$ cat src/rtl/stage_if_pkg.sv
// rtl/stage_if_pkg.sv - shared widths, state encodings and bubble word for the fetch stage
package stage_if_pkg;

    localparam int InstAddrBus = 32;
    localparam int InstBus     = 32;

    typedef enum logic [1:0] {
        IF_IDLE = 2'd0,
        IF_WAIT = 2'd1,
        IF_PEND = 2'd2
    } if_state_e;

    localparam logic [InstBus-1:0] ZeroWord = 32'h0;

    // Branch targets are always word aligned; the two low bits are dropped.
    function automatic logic [InstAddrBus-1:0] word_align(input logic [InstAddrBus-1:0] addr);
        return {addr[InstAddrBus-1:2], 2'b00};
    endfunction

endpackage

$ cat src/rtl/stage_if_if.sv
// rtl/stage_if_if.sv - word-fetch bus between the fetch stage and the memory controller
interface stage_if_if;
    import stage_if_pkg::*;

    logic                   mem_req_o;
    logic [InstAddrBus-1:0] mem_addr_o;
    logic                   mem_done_i;
    logic [InstBus-1:0]     mem_inst_i;

    modport master (
        output mem_req_o,
        output mem_addr_o,
        input  mem_done_i,
        input  mem_inst_i
    );

    modport slave (
        input  mem_req_o,
        input  mem_addr_o,
        output mem_done_i,
        output mem_inst_i
    );

endinterface

$ cat src/rtl/stage_if_icache.sv
// rtl/stage_if_icache.sv - direct-mapped one-word-per-line instruction cache (if_icache)
module if_icache
    import stage_if_pkg::*;
#(
    parameter int LINES = 128
) (
    input  logic               clk,
    input  logic               rst_n,
    input  logic [29:0]        rd_word,
    output logic               hit,
    output logic [InstBus-1:0] rd_data,
    input  logic               wr_en,
    input  logic [29:0]        wr_word,
    input  logic [InstBus-1:0] wr_data
);

    localparam int IDX_W = $clog2(LINES);
    localparam int TAG_W = 30 - IDX_W;

    logic [LINES-1:0]   valid;
    logic [TAG_W-1:0]   tags [LINES];
    logic [InstBus-1:0] data [LINES];

    logic [IDX_W-1:0] rd_idx;
    logic [TAG_W-1:0] rd_tag;
    logic [IDX_W-1:0] wr_idx;
    logic [TAG_W-1:0] wr_tag;

    assign rd_idx = rd_word[IDX_W-1:0];
    assign rd_tag = rd_word[29:IDX_W];
    assign wr_idx = wr_word[IDX_W-1:0];
    assign wr_tag = wr_word[29:IDX_W];

    // Only the valid bits need clearing; tag/data act as plain RAM.
    always_ff @(posedge clk or negedge rst_n) begin
        if (!rst_n) begin
            valid <= '0;
        end else if (wr_en) begin
            valid[wr_idx] <= 1'b1;
        end
    end

    always_ff @(posedge clk) begin
        if (wr_en) begin
            tags[wr_idx] <= wr_tag;
            data[wr_idx] <= wr_data;
        end
    end

    assign hit     = valid[rd_idx] && (tags[rd_idx] == rd_tag);
    assign rd_data = data[rd_idx];

endmodule

$ cat src/rtl/stage_if.sv
// rtl/stage_if.sv - RV32I instruction-fetch stage; define ICACHE_EN to build the instruction cache
module stage_if
    import stage_if_pkg::*;
#(
    parameter int                     ICACHE_LINES = 128,
    parameter logic [InstAddrBus-1:0] RESET_PC     = 32'h0
) (
    input  logic                   clk,
    input  logic                   rst_n,
    input  logic                   rdy,
    input  logic                   stall_i,
    input  logic                   branch_enable_i,
    input  logic [InstAddrBus-1:0] branch_addr_i,
    stage_if_if.master             mem,
    output logic [InstAddrBus-1:0] pc_o,
    output logic [InstBus-1:0]     inst_o
);

    if_state_e              state;
    logic [InstAddrBus-1:0] pc;
    logic [InstBus-1:0]     pend_inst;
    logic                   discard;
    logic                   mem_req;
    logic [InstAddrBus-1:0] mem_addr;
    logic [InstAddrBus-1:0] pc_q;
    logic [InstBus-1:0]     inst_q;

    logic                   branch_taken;
    logic [InstAddrBus-1:0] branch_target;
    logic                   cache_hit;
    logic [InstBus-1:0]     cache_data;
    logic                   unused_branch_lsbs;

    assign branch_taken       = branch_enable_i && !stall_i;
    assign branch_target      = word_align(branch_addr_i);
    assign unused_branch_lsbs = ^branch_addr_i[1:0];

`ifdef ICACHE_EN
    logic fill_en;

    // Fills happen on every completed fetch, including discarded ones.
    assign fill_en = rdy && (state == IF_WAIT) && mem.mem_done_i;

    if_icache #(.LINES(ICACHE_LINES)) u_icache (
        .clk     (clk),
        .rst_n   (rst_n),
        .rd_word (pc[31:2]),
        .hit     (cache_hit),
        .rd_data (cache_data),
        .wr_en   (fill_en),
        .wr_word (mem_addr[31:2]),
        .wr_data (mem.mem_inst_i)
    );
`else
    localparam int unused_icache_lines = ICACHE_LINES;
    assign cache_hit  = 1'b0;
    assign cache_data = ZeroWord;
`endif

    always_ff @(posedge clk or negedge rst_n) begin
        if (!rst_n) begin
            state     <= IF_IDLE;
            pc        <= RESET_PC;
            pend_inst <= ZeroWord;
            discard   <= 1'b0;
            mem_req   <= 1'b0;
            mem_addr  <= '0;
            pc_q      <= '0;
            inst_q    <= ZeroWord;
        end else if (rdy) begin
            unique case (state)
                IF_IDLE: begin
                    if (branch_taken) begin
                        pc     <= branch_target;
                        pc_q   <= '0;
                        inst_q <= ZeroWord;
                    end else if (cache_hit) begin
                        if (!stall_i) begin
                            pc_q   <= pc;
                            inst_q <= cache_data;
                            pc     <= pc + 32'd4;
                        end
                    end else begin
                        mem_req  <= 1'b1;
                        mem_addr <= pc;
                        state    <= IF_WAIT;
                        if (!stall_i) begin
                            pc_q   <= '0;
                            inst_q <= ZeroWord;
                        end
                    end
                end

                IF_WAIT: begin
                    if (mem.mem_done_i) begin
                        mem_req <= 1'b0;
                        state   <= IF_IDLE;
                        // A redirect landing on the completion edge squashes the word too.
                        if (discard || branch_taken) begin
                            discard <= 1'b0;
                            if (branch_taken) begin
                                pc <= branch_target;
                            end
                            if (!stall_i) begin
                                pc_q   <= '0;
                                inst_q <= ZeroWord;
                            end
                        end else if (!stall_i) begin
                            pc_q   <= mem_addr;
                            inst_q <= mem.mem_inst_i;
                            pc     <= mem_addr + 32'd4;
                        end else begin
                            pend_inst <= mem.mem_inst_i;
                            state     <= IF_PEND;
                        end
                    end else begin
                        if (branch_taken) begin
                            discard <= 1'b1;
                            pc      <= branch_target;
                        end
                        if (!stall_i) begin
                            pc_q   <= '0;
                            inst_q <= ZeroWord;
                        end
                    end
                end

                IF_PEND: begin
                    if (!stall_i) begin
                        state <= IF_IDLE;
                        if (branch_enable_i) begin
                            pc     <= branch_target;
                            pc_q   <= '0;
                            inst_q <= ZeroWord;
                        end else begin
                            pc_q   <= pc;
                            inst_q <= pend_inst;
                            pc     <= pc + 32'd4;
                        end
                    end
                end

                default: state <= IF_IDLE;
            endcase
        end
    end

    assign mem.mem_req_o  = mem_req;
    assign mem.mem_addr_o = mem_addr;
    assign pc_o           = pc_q;
    assign inst_o         = inst_q;

endmodule

$ cat src/flat_wrapper.sv
// flat-port wrapper written by rule: the top's interface ports become plain ports
module stage_if_flat import stage_if_pkg::*;
#(
    parameter int                     ICACHE_LINES = 128,
    parameter logic [InstAddrBus-1:0] RESET_PC     = 32'h0
)
  (clk, rst_n, rdy, stall_i, branch_enable_i, branch_addr_i, pc_o, inst_o, mem_mem_req_o, mem_mem_addr_o, mem_mem_done_i, mem_mem_inst_i);
  stage_if_if mem_i ();
  input  logic clk;
  input  logic rst_n;
  input  logic rdy;
  input  logic stall_i;
  input  logic branch_enable_i;
  input  logic [InstAddrBus-1:0] branch_addr_i;
  output logic [InstAddrBus-1:0] pc_o;
  output logic [InstBus-1:0] inst_o;
  output wire logic [$bits(mem_i.mem_req_o)-1:0] mem_mem_req_o;
  output wire logic [$bits(mem_i.mem_addr_o)-1:0] mem_mem_addr_o;
  input wire logic [$bits(mem_i.mem_done_i)-1:0] mem_mem_done_i;
  input wire logic [$bits(mem_i.mem_inst_i)-1:0] mem_mem_inst_i;
  assign mem_mem_req_o = mem_i.mem_req_o;
  assign mem_mem_addr_o = mem_i.mem_addr_o;
  assign mem_i.mem_done_i = mem_mem_done_i;
  assign mem_i.mem_inst_i = mem_mem_inst_i;
  stage_if #(.ICACHE_LINES(ICACHE_LINES), .RESET_PC(RESET_PC)) u_core (.clk(clk), .rst_n(rst_n), .rdy(rdy), .stall_i(stall_i), .branch_enable_i(branch_enable_i), .branch_addr_i(branch_addr_i), .mem(mem_i), .pc_o(pc_o), .inst_o(inst_o));
endmodule
$ cat config.mk
export PLATFORM = sky130hd
export DESIGN_NAME = stage_if_flat
export DESIGN_NICKNAME = d
export VERILOG_FILES = /design/src/rtl/stage_if_pkg.sv /design/src/rtl/stage_if_if.sv /design/src/rtl/stage_if_icache.sv /design/src/rtl/stage_if.sv /design/src/flat_wrapper.sv
export SDC_FILE = /design/constraint.sdc
export NUM_CORES = 1
export LEC_CHECK = 0
export ABC_AREA = 0
export CAP_MARGIN = 20
export CORE_ASPECT_RATIO = 0.5
export CORE_MARGIN = 4
export CORE_UTILIZATION = 45
export DETAILED_ROUTE_END_ITERATION = 10
export PLACE_DENSITY_LB_ADDON = 0.15
export SLEW_MARGIN = 25
export SYNTH_ARGS = -nofsm -noshare
export SYNTH_HDL_FRONTEND = slang
export SYNTH_HIERARCHICAL = 1
export SYNTH_SLANG_ARGS = --single-unit
$ cat constraint.sdc
create_clock -name clk -period 2.71 [get_ports clk]
set_clock_uncertainty 0.1 [all_clocks]
set_input_delay 0.6775 -clock clk [delete_from_list [all_inputs] [get_ports clk]]
set_output_delay 0.6775 -clock clk [all_outputs]
set_load 0.05 [all_outputs]
==> results of run 1 <==
-- metal layers --
| metal | vias to the layer above | global-route usage, % |
|---|---|---|
| li1 | 3428 | - |
| met1 | 3706 | 32.08 |
| met2 | 281 | 38.21 |
| met3 | 33 | 6.233 |
| met4 | 0 | 7.648 |
| met5 | - | 0 |
-- cells by family (layout without fill, tap and decap cells) --
kind of cell / count (synthesis) / in the layout
and+or+nand+nor: 204 / 204
muxes: 66 / 66
adders and majority gates: 6 / 6
DFF: 164 / 164
AOI/OAI and AO/OA: 219 / 219
buffers and inverters: 123 / 309
xor gates and xnor gates: 53 / 53
-- registers in the layout, summed over array words and instances (netlist names) --
name and count:
u_core/pend_inst 32, u_core/pc 32, u_core/pc_o 32, u_core/state 2
u_core/discard 1, u_core/inst_o 32, u_core/mem.mem_req_o 1, u_core/mem.mem_addr_o 32
-- cell usage after synthesis, drive strengths merged, types with 12 or more instances --
master and count:
nand2 73, inv 53, mux2 62, nor4 12, and3 13, nand3 25
clkbuf 50, o21ai 70, a22oi 41, xnor2 24, dfrtp 164, nand4 12
a21oi 19, nor2 31, nor3 17, a222oi 50, xor2 29, buf 20
-- stage by stage --
| stage | util, % | hold WS, ns | power, mW |
|---|---|---|---|
| finish | 61.66 | 0.1177 | 11.96 |
| global route | 61.66 | 0.1494 | 12.62 |
| CTS | 61.66 | 0.1293 | 12.00 |
| detailed placement | 58.46 | 0.3714 | 9.514 |
| global placement | 58.46 | 0.3625 | 9.362 |
| floorplan | - | 0.2819 | 7.387 |
-- worst min-delay path by stage --
| stage | cells after the start | slack (ns) | to | from |
|---|---|---|---|---|
| global route | 1 | 0.15 | u_core/pc_o[18] | rst_n |
| detailed placement | 2 | 0.37 | u_core/pc_o[21] | u_core/pc_o[21] |
| CTS | 1 | 0.13 | u_core/pc_o[18] | rst_n |
| global placement | 2 | 0.36 | u_core/inst_o[15] | u_core/pend_inst[15] |
| finish | 1 | 0.12 | u_core/pc_o[18] | rst_n |
| floorplan | 0 | 0.28 | u_core/discard | rst_n |
-- cells in the final DEF (no fill, tap or decap), types with 5 or more instances in the layout --
cell                              instances
sky130_fd_sc_hd__xnor2_1                 24
sky130_fd_sc_hd__and3_1                  13
sky130_fd_sc_hd__and4_1                   5
sky130_fd_sc_hd__a221oi_1                 5
sky130_fd_sc_hd__clkbuf_16               17
sky130_fd_sc_hd__xor2_1                  29
sky130_fd_sc_hd__buf_12                  13
sky130_fd_sc_hd__a21oi_1                 19
sky130_fd_sc_hd__nand2_1                 73
sky130_fd_sc_hd__nand4_1                 11
sky130_fd_sc_hd__nor2_1                  29
sky130_fd_sc_hd__inv_1                   53
sky130_fd_sc_hd__nor4_1                   8
sky130_fd_sc_hd__inv_6                    5
sky130_fd_sc_hd__ha_1                     6
sky130_fd_sc_hd__a22oi_1                 41
sky130_fd_sc_hd__buf_4                   47
sky130_fd_sc_hd__a222oi_1                50
sky130_fd_sc_hd__clkdlybuf4s50_1        163
sky130_fd_sc_hd__nor3_1                  17
sky130_fd_sc_hd__mux2_2                  62
sky130_fd_sc_hd__dfrtp_1                164
sky130_fd_sc_hd__nand3_1                 24
sky130_fd_sc_hd__o21ai_0                 66
sky130_fd_sc_hd__o31ai_1                  6
-- power by group --
| group | total (mW) | internal [mW] | switching [mW] |
|---|---|---|---|
| Combinational | 5.35 | 2.16 | 3.19 |
| Sequential | 4.15 | 3.25 | 0.902 |
| Clock | 2.46 | 1.40 | 1.06 |
| Total | 12.0 | 6.81 | 5.15 |
-- area by class of cell --
type	instances	area, um2
Clock buffer	19	442.9
Clock inverter	13	147.6
Fill cell	1570	7086
Inverter	53	198.9
Multi-Input combinational cell	548	3921
Sequential cell	164	4104
Tap cell	259	324.1
Timing Repair Buffer	224	2256
==> flow_summary.ini, run 1 <==
[place]
detailedPlacementHpwl_um = 17620
placed_cells_incl_taps = 1248
dpl_cell_area_um2 = 10800
place.gp.congestion = 0.8896
port_buffers = 164
dpl_worst_slack_ns = -0.1160

[synth]
ys_seq_area_share_pct = 48.33
avgSynthCellArea_um2 = 10.17
ys_dominant_reg_cell = sky130_fd_sc_hd__dfrtp_1
post_synth_mux_area_share_pct = 8.694
synthTopCellsByArea = sky130_fd_sc_hd__dfrtp_1 48%, sky130_fd_sc_hd__mux2_2 8.2%, sky130_fd_sc_hd__a222oi_1 5.9%, sky130_fd_sc_hd__o21ai_0 3.9%, sky130_fd_sc_hd__a22oi_1 3.6%
seq_cells_post_synth = 164
yosys.area_share.adder_pct = 0.8842
synth.lib_cells_used.distinct = 52
synth_enable_flop_cells = 0
mapped_cells = 835
compound_cell_area_share_of_the_yosys_netlist_pct = 18.57
synth_top_family_by_area = compound AO/OA/AOI/OAI gates
yosys.area_share.simple_pct = 12.28
synthesis.yosys.warnings = 6
synth_top_cell_area_share_pct = 48.33
postSynthNetCount = 911
synth_area_um2 = 8491
synth-xor-area-share_pct = 5.467
share_of_flip_flops_with_an_asynchronous_set_or_reset_after_synthesis_pct = 100.0
largest_area_contributor_in_the_synthesized_netlist = sky130_fd_sc_hd__dfrtp_1

[setup_path]
slowest_stage = sky130_fd_sc_hd__clkdlybuf4s50_1
worstReg2RegStart = u_core/mem.mem_addr_o[2]
setup.worst_path.start_class = register
critPathCapture = mem_mem_addr_o[20]
timing.critical_path.to_type = output pin
worstSetupStartpoint = u_core/mem.mem_addr_o[20]
crit_arrival_ns = 1.83
reg2reg_to = u_core/pc[30]
ff2ff_path_depth = 7
slack_of_the_worst_reg_to_reg_path_ns = 0.21
critical_path_class = reg2out
critPathMaxFanout = 8
critical_path.top_delay_family = buffers and inverters
path_cells = clkdlybuf4s50_1
critical-path-max-stage-delay_ns = 0.87
worst-path-stages = 1
crit_required_ns = 1.93
timing.critical_path.buf_inv = 1

[clock_network]
clkSinkCount = 164
holdBufCountCts = 0
clock_tree_from_tritoncts = built
cts.repair_timing.setup_buffer_count = 0
cts_max_level = 4
cts_resized = 0
cts_max_path_buffers = 2
cts_made_buffers = 17
clkSlewWorstSetupHoldPaths_ns = 0.06
cts-root-buf = sky130_fd_sc_hd__clkbuf_16
clk_latency_ns = 0.42

[drt]
drt_pass1_iterations = 9
first_iter_violations = 581
top_layer_used = met4
met1Wirelength_um = 11070
final_antenna_net_count = 0
routed_via_density = 5.819
wirelength_um = 25420
num_vias = 7448
routedWlPerCell_um = 19.86
route.met3.wl_um = 1935
drc = 0
routed-wl-met2_um = 11930

[floorplan]
die-height_um = 105.1
die_width_um = 202.3
ioPinCount = 167
rows = 35
floorplan.initialDensity_pct = 45.94
floorplan.die_area_um2 = 21260
placeableCoreArea_um2 = 18480

[finish]
drive_above_1_share_pct = 16.16
n_antenna_cell = 0
post_layout_nonfiller_instances = 1280
design_area_um2 = 11390
num-nets-final = 1084
area_growth_syn_to_layout_pct = 34.20

[global_route]
number_of_global_route_vias_before_repair = 7616
grt_antenna_before_repair = 0
grt_util_all_layers_pct = 23.92
total_gr_overflow = 0
maximum_number_of_pins_on_one_net_before_global_route_repair = 58
grt_first_pass_wirelength_um = 41140

[timing]
fmax_ghz = 0.3837
report.final.setup_viol = 0
timing.setup.tns_ns = 0
layout_worst_path_cycle_share_pct = 96.16
finalWorstSetupSlack_ns = 0.1041
number_of_hold_violations_in_the_final_report = 0
fin_crit_ns = 2.606
max_slew_violation_count = 0
relSlewSlack_pct = 33.03
tightestPinTransition_ns = 1.000
rsz0062_at_grt = no

[pwr]
max-vdd-ir-drop_v = 0.0005118
pwr_density_cell_nw_per_um2 = 1049
p_leak_nw = 5.035

[status]
outcome = finished, final reports clean

[min_path]
hold_path_class = in2async

[run]
max_cap_violations = 0
(Power assumes the default switching activity.)
==> run 2, diff against run 1 <==
CTS_CLUSTER_DIAMETER = 40   (was default)
==> results of run 2 <==
The final DEF is identical to that of run 1; final timing and power are the same.
==> edit (flow settings as in run 1) <==
Set the package constant `InstBus` to 16 (it was 32).
--- a/src/rtl/stage_if_pkg.sv
+++ b/src/rtl/stage_if_pkg.sv
@@ -2,7 +2,7 @@
 package stage_if_pkg;
 
     localparam int InstAddrBus = 32;
-    localparam int InstBus     = 32;
+    localparam int InstBus     = 16;
 
     typedef enum logic [1:0] {
         IF_IDLE = 2'd0,
Interface: changed (resized inst_o and mem_mem_inst_i); port bits go from 167 to 135. No check against the original RTL was run, so the function may have changed too.
==> edit against run 1 <==
  * Wire length down 14%
  * Sequential cell count down 32
  * Sequential power down 19%
  * Power shrank 18%
  * Critical path depth is the same
  * Clock power shrank 4%
  * Setup slack improved by 0.033 ns
  * Synthesized cell count fell by 12%
  * Synthesized area shrank 14%
  * Cell area fell by 15%
  * Die area is 13% lower
==> edit: results <==
{
  "drive_above_1_share": 0.158,
  "synth_xor_area_frac": 0.0613,
  "first_global_vias": 6652,
  "ys_warn_count": 6,
  "r2r.worst_path.cells": 8,
  "r2r-end": "u_core/pc[21]",
  "wl_per_cell_um": 19.6,
  "p_sw_frac": 0.420,
  "slew_headroom": 0.490,
  "crit_end": "mem_mem_addr_o[5]",
  "grt_max_degree": 55,
  "cts_resized": 0,
  "synth_mux_area_frac": 0.0813,
  "grt_pass1_wl_um": 35400,
  "synth.avg_cell_area_um2": 9.89,
  "ys_top_cells_by_area": "dfrtp_1 45%, mux2_2 7.7%, a222oi_1 6.3%",
  "clock_path_buffers": 2,
  "slew_viol_final": 0,
  "clk_pin_slew_ns": 0.06,
  "ys_types": 60,
  "post-dp-hpwl_um": 15200,
  "status": "finished clean",
  "dp.cells": 1079,
  "drtPass1Iterations": 5,
  "p_int_mw": 5.72,
  "p_leak_nw": 4.20,
  "drc": 0,
  "r2r_start": "u_core/state[1]",
  "timing.hold.ws_ns": 0.109,
  "pg_seq_mw": 3.37,
  "synth_compound_area_frac": 0.188,
  "finalWirelength_um": 21800,
  "routabilityCongestion": 0.942,
  "yosys.area.top_type_share": 0.453,
  "grt.total_usage": 0.238,
  "synth.top_cells.by_count": "132 x dfrtp_1, 64 x nand2_1, 53 x o21ai_0",
  "htree_num_levels": 4,
  "vias": 6571,
  "irDropWorstVdd_uv": 642,
  "p_clk_mw": 2.36,
  "drt_iter0_markers": 771,
  "cp-startpoint": "u_core/mem.mem_addr_o[5]",
  "hold_path.class": "primary input to asynchronous set/reset pin",
  "numCtsBuffers": 17,
  "synth_fa_ha_area_frac": 0.0103,
  "io_buffers": 132,
  "timing.reg2reg.setup_slack_ns": 0.17,
  "arrival_ns": 1.80,
  "synth_edf_count": 0,
  "yosysSeqAreaShare": 0.453,
  "critPathMaxFanout": 9,
  "nets": 937,
  "syn_nets": 797
}
==> edit: cells by family after synthesis <==
group | after synthesis
compound gates | 191
simple gates | 202
mux | 53
xor+xnor | 51
buf+inv | 102
flops | 132
fa+ha+maj | 6
==> edit: layout make-up <==
type                    count  area (um2)
inverters                  43         161
multi-input cells         503        3530
well taps                 221         277
clock inverters            13         158
clock buffers              19         443
flip-flops and latches    132        3300
repair buffers            180        1780
fillers                  1335        6000
==> edit: metrics by stage <==
stage                     worst slack [ns]  utilization  area [um2]
final                                0.137        0.617        9660
after global routing                0.0777        0.617        9660
after CTS                            0.116        0.617        9660
after detailed placement           -0.0790        0.578        9060
after global placement             -0.0573        0.578        9060
after floorplan                      0.373            -        7290
==> edit: layer usage <==
metal,up-vias,GRT usage,wire [um]
li1,3025,-,-
met1,3254,0.333,9840
met2,265,0.366,9720
met3,27,0.0729,1970
met4,0,0.0575,246
met5,-,0,0
